**src/rtl/decoder_scan_n_pkg.sv**
```systemverilog
// ---------------------------------------------------------------------------
// decoder_scan_n_pkg
//   Shared definitions for the scanning one-hot decoder: the mode input
//   encoding and the two-state FSM encoding used by the top level.
// ---------------------------------------------------------------------------
package decoder_scan_n_pkg;

    // Values of the 'mode' input
    localparam logic MODE_DIRECT = 1'b0;
    localparam logic MODE_SCAN   = 1'b1;

    // FSM state: direct addressing or auto-scan
    typedef enum logic {
        S_DIRECT = 1'b0,
        S_SCAN   = 1'b1
    } state_t;

endpackage

```
**src/rtl/decoder_scan_n_nx2n.sv**
```systemverilog
// ---------------------------------------------------------------------------
// decoder_nx2n
//   Purely combinational N-to-2^N one-hot decoder with an enable gate.
//   Ports:
//     en   in  1     0 forces every output bit low
//     sel  in  N     index of the bit to drive high
//     y    out 2**N  one-hot result (all zeros when en=0)
// ---------------------------------------------------------------------------
module decoder_nx2n #(
    parameter int N = 2
) (
    input  logic            en,
    input  logic [N-1:0]    sel,
    output logic [2**N-1:0] y
);

    // Clear everything first, then raise only the selected bit when enabled
    always_comb begin
        y = '0;
        if (en) begin
            y[sel] = 1'b1;
        end
    end

endmodule

```
**src/rtl/decoder_scan_n.sv**
```systemverilog
// ---------------------------------------------------------------------------
// decoder_scan_n
//   Registered one-hot decoder with an auto-scan mode. In direct mode the
//   index is loaded from 'sel'; in scan mode it advances every DWELL cycles
//   and wraps through all OUTS outputs, pulsing 'wrap' on the OUTS-1 -> 0 step.
//   Ports:
//     clk    in  1     rising-edge clock
//     rst_n  in  1     synchronous active-low reset
//     en     in  1     global enable; 0 blanks outputs and freezes counters
//     mode   in  1     0 = direct, 1 = scan
//     sel    in  N     index to load
//     load   in  1     load strobe (idx <= sel) in either mode
//     out    out OUTS  registered one-hot of idx, inverted when ACTIVE_LOW=1
//     idx    out N     current index
//     wrap   out 1     one-cycle pulse on scan wrap-around
// ---------------------------------------------------------------------------
module decoder_scan_n
    import decoder_scan_n_pkg::*;
#(
    parameter  int N          = 2,
    parameter  int DWELL      = 4,
    parameter  int ACTIVE_LOW = 0,
    localparam int OUTS       = 2**N
) (
    input  logic            clk,
    input  logic            rst_n,
    input  logic            en,
    input  logic            mode,
    input  logic [N-1:0]    sel,
    input  logic            load,
    output logic [OUTS-1:0] out,
    output logic [N-1:0]    idx,
    output logic            wrap
);

    localparam int CW = $clog2(DWELL + 1);
    localparam logic [CW-1:0] DWELL_LAST = CW'(DWELL - 1);
    localparam logic [N-1:0]  IDX_LAST   = {N{1'b1}};
    localparam logic [OUTS-1:0] INACTIVE = (ACTIVE_LOW != 0) ? {OUTS{1'b1}} : {OUTS{1'b0}};

    state_t          state;
    state_t          state_next;
    logic [CW-1:0]   dwell_cnt;
    logic [CW-1:0]   dwell_next;
    logic [N-1:0]    idx_next;
    logic            wrap_next;
    logic [OUTS-1:0] dec;

    // Next-state logic. With en low everything holds and wrap drops.
    // A load wins over the dwell step. Counting only happens while the
    // registered state and the mode input both say scan, so entering or
    // leaving scan always passes through one cycle with dwell_cnt cleared.
    always_comb begin
        state_next = state;
        dwell_next = dwell_cnt;
        idx_next   = idx;
        wrap_next  = 1'b0;
        if (en) begin
            state_next = (mode == MODE_SCAN) ? S_SCAN : S_DIRECT;
            if (load) begin
                idx_next   = sel;
                dwell_next = '0;
            end else if ((state == S_SCAN) && (mode == MODE_SCAN)) begin
                if (dwell_cnt == DWELL_LAST) begin
                    dwell_next = '0;
                    idx_next   = idx + 1'b1;
                    wrap_next  = (idx == IDX_LAST);
                end else begin
                    dwell_next = dwell_cnt + 1'b1;
                end
            end else begin
                dwell_next = '0;
            end
        end
    end

    // The decoder looks at the next index so that out, idx and wrap all
    // change on the same edge; en gates it so a disabled cycle is blank.
    decoder_nx2n #(.N(N)) u_dec (
        .en  (en),
        .sel (idx_next),
        .y   (dec)
    );

    // State, counters and output register. XOR with the inactive pattern
    // applies the output polarity.
    always_ff @(posedge clk) begin
        if (!rst_n) begin
            state     <= S_DIRECT;
            dwell_cnt <= '0;
            idx       <= '0;
            wrap      <= 1'b0;
            out       <= INACTIVE;
        end else begin
            state     <= state_next;
            dwell_cnt <= dwell_next;
            idx       <= idx_next;
            wrap      <= wrap_next;
            out       <= dec ^ INACTIVE;
        end
    end

endmodule
```
**config.mk**
```make
export PLATFORM = sky130hd
export DESIGN_NAME = decoder_scan_n
export DESIGN_NICKNAME = d
export VERILOG_FILES = /design/src/rtl/decoder_scan_n_pkg.sv /design/src/rtl/decoder_scan_n_nx2n.sv /design/src/rtl/decoder_scan_n.sv
export SDC_FILE = /design/constraint.sdc
export NUM_CORES = 1
export LEC_CHECK = 0
export CORE_UTILIZATION = 35
export CTS_BUF_LIST = sky130_fd_sc_hd__clkbuf_4
export CTS_CLUSTER_SIZE = 20
export DETAILED_ROUTE_END_ITERATION = 10
export DONT_BUFFER_PORTS = 1
export SLEW_MARGIN = 20
export SYNTH_ARGS = -nofsm -noshare
export SYNTH_HDL_FRONTEND = slang
export SYNTH_SLANG_ARGS = --single-unit
```
**constraint.sdc**
```tcl
create_clock -name clk -period 2.2 [get_ports clk]
set_clock_uncertainty 0.15 [all_clocks]
set_input_delay 0.44 -clock clk [delete_from_list [all_inputs] [get_ports clk]]
set_output_delay 0.44 -clock clk [all_outputs]
set_load 0.01 [all_outputs]
```
==> impl_metrics.tcl <==
set metrics [dict create \
    clkPwrFrac_pct 38.3 \
    cts_hold_buf 0 \
    crit_path_end_kind "flop" \
    wl_met2_um 424 \
    cap_violations 0 \
    wl_met3_um 103 \
    synth_area_sq_um 526 \
    grtUsageTotal_pct 15.1 \
    final_util_pct 41.3 \
    syn2layout_area_growth_pct 6.19 \
    startpoint "dwell_cnt[0]" \
    hold_viol 0 \
    wl_met1_um 464 \
    synth_cell_type_count 30 \
    clkLatencyLatePin_ns 0.27 \
    final_common_cell "dfxtp_1" \
    worst_pin_slew_ns 0.485 \
    p_int_uw 301 \
    report.final.setup_viol 0 \
    drv_slew 0 \
    start_util_pct 38.9 \
    grt_first_pass_wirelength_um 1540 \
    p_switching_uw 87.0 \
    yosysWarnings 0 \
    cp_data_required_time_ns 2.20 \
    num_vias 390 \
    grt_overflow_total 0 \
    dpl.hpwl_um 741 \
    coreArea_sq_um 1350 \
    dp.cells 68 \
    cts_inserted_buffers 3 \
    design_area_sq_um 558 \
    cts_setup_buffers 0 \
    status "complete, no violations" \
    finalNonFillerCells 72 \
    start_kind "flop" \
    cts_max_path_buffers 2 \
    p_comb_share_pct 7.3 \
    pre_cts_slack_ns 0.427 \
    die-area_sq_um 1660 \
    drive_gt1_share_pct 15.8 \
    place_congestion 0.754 \
    critical_path_peak_fanout 8 \
    endpoint "out[1]" \
    top_layer_used "met4" \
    whs_ns 0.130 \
    grt_pass1_vias 354 \
    drc 0 \
    setup_slack_ns 0.430 \
    mostFrequentLayoutCells "dfxtp_1 (11), inv_1 (4), clkbuf_4 (4)" \
    power_frac_seq_pct 54.4 \
    r2r_cells 5 \
    synth.avg_cell_area_sq_um 9.55 \
    min_path_type "input pin to flop" \
    dr.pass1.iters 4 \
    cts_sinks 11 \
    row_count 13 \
    maxSlewHeadroom_pct 67.5 \
    period_share_pct 80.4 \
    period_minus_slack_ns 1.77 \
    critPathKind "flop to flop" \
    power_density_nw_per_um2 696 \
    p_total_uw 388 \
    fmax_mhz 565 \
    antenna_found_initial 0 \
    vdd_drop_max_uv 290 \
    syn_inst 55 \
    netSwitchingFraction_pct 22.4 \
    syn_nets 64 \
    postRouteAntennaNets 0 \
    ys_seq_area_share_pct 41.9 \
    ys_ff_latch 11 \
    drt_iter0_markers 8 \
    grt_max_degree 12 \
    routedWlPerCell_um 13.9 \
    clkTransAtPathRegs_ns 0.07 \
    fin_tns_setup_ns 0 \
    p_leak_nw 0.218 \
    port_buffers 0 \
    insertedDiodeCount 0 \
    worstPathArrival_ns 1.77 \
    reg2reg_to "out[1]" \
    dpl-instance-area_sq_um 528 \
    rrSetupSlack_ns 0.43 \
    finalWirelength_um 1000 \
    ios 14 \
    die_h_um 40.8 \
    rsz0062_at_grt "false" \
    die_w_um 40.8 \
    cts.root.buffer_cell "clkbuf_4" \
    final_nets 67 \
    reg2reg_from "dwell_cnt[0]" \
    h-tree-depth 1 \
    avgViaCountPerCell 5.42 \
    cts_tree "yes" \
    cts_resized 0 \
]
-- registers in the layout, indices dropped and copies added (netlist names) --
name       flops
wrap           1
out            4
state          1
idx            2
dwell_cnt      3
-- critical path, cell delays in order, from the launching register on --
cell     delay (ns)
dfxtp_1        0.33
ha_1           0.22
and4b_1        0.29
a31o_1         0.25
a22o_1         0.26
nor3b_2        0.16
-- area by class of cell --
| cell class | instances | area [sq um] |
|---|---|---|
| Clock buffer | 4 | 30.0 |
| Inverter | 4 | 15.0 |
| Multi-Input combinational cell | 38 | 274 |
| Sequential cell | 11 | 220 |
| Tap cell | 15 | 18.8 |
| Fill cell | 144 | 792 |
-- cell families after synthesis --
| family | share of synthesized area, % |
|---|---|
| buffers and inverters | 5.95 |
| AO/OA/AOI/OAI | 15.2 |
| XOR/XNOR | 1.67 |
| multiplexers | 3.81 |
| adder cells (fa/ha/maj) | 4.76 |
| AND/OR/NAND/NOR | 26.7 |
| flip-flops | 41.9 |
-- worst min-delay path by stage --
| stage | start | to | slack (ns) | depth (start not counted) |
|---|---|---|---|---|
| 3_5_place_dp | dwell_cnt[2] | dwell_cnt[2] | 0.35 | 1 |
| 6_report | en | idx[1] | 0.13 | 1 |
| 4_1_cts | en | idx[1] | 0.12 | 1 |
| 3_3_place_gp | dwell_cnt[2] | dwell_cnt[2] | 0.36 | 1 |
| 2_1_floorplan | dwell_cnt[2] | dwell_cnt[2] | 0.33 | 1 |
| 5_1_grt | rst_n | dwell_cnt[0] | 0.12 | 1 |
-- cell usage after synthesis --
library cell,number,area (sq um)
nor3_1,3,15.0
nand3b_1,1,7.51
xnor2_1,1,8.76
inv_1,4,15.0
nor3b_2,1,12.5
o21a_1,1,7.51
mux2i_1,2,20.0
o21ai_0,3,15.0
and2_1,3,18.8
o31ai_1,1,7.51
a221oi_1,1,8.76
buf_6,1,11.3
nor2_1,3,11.3
buf_2,1,5.00
nor2b_1,2,12.5
nor3b_1,1,7.51
a31o_1,1,8.76
nand3_1,1,5.00
a22o_1,1,8.76
and3_2,1,7.51
ha_1,2,25.0
nand2_1,2,7.51
dfxtp_1,11,220
a211o_2,1,10.0
o22ai_1,1,6.26
nor3_2,1,10.0
a211oi_1,1,7.51
and4b_1,1,10.0
nand4_1,1,6.26
and2b_2,1,8.76
-- per-layer routing --
metal  vias to the layer above  GRT usage (%)
li1                        202              -
met1                       173           19.0
met2                        13           19.8
met3                         2           10.9
met4                         0           5.00
met5                         -              0
-- power groups by stage --
| stage | clock, mW | combinational (mW) | sequential (mW) |
|---|---|---|---|
| after floorplan | 0 | 0.0269 | 0.215 |
| after global placement | 0 | 0.0281 | 0.216 |
| after detailed placement | 0 | 0.0284 | 0.216 |
| after CTS | 0.155 | 0.0286 | 0.211 |
| after global routing | 0.167 | 0.0319 | 0.213 |
| final | 0.149 | 0.0283 | 0.211 |
Power figures use the tool's default switching activity.
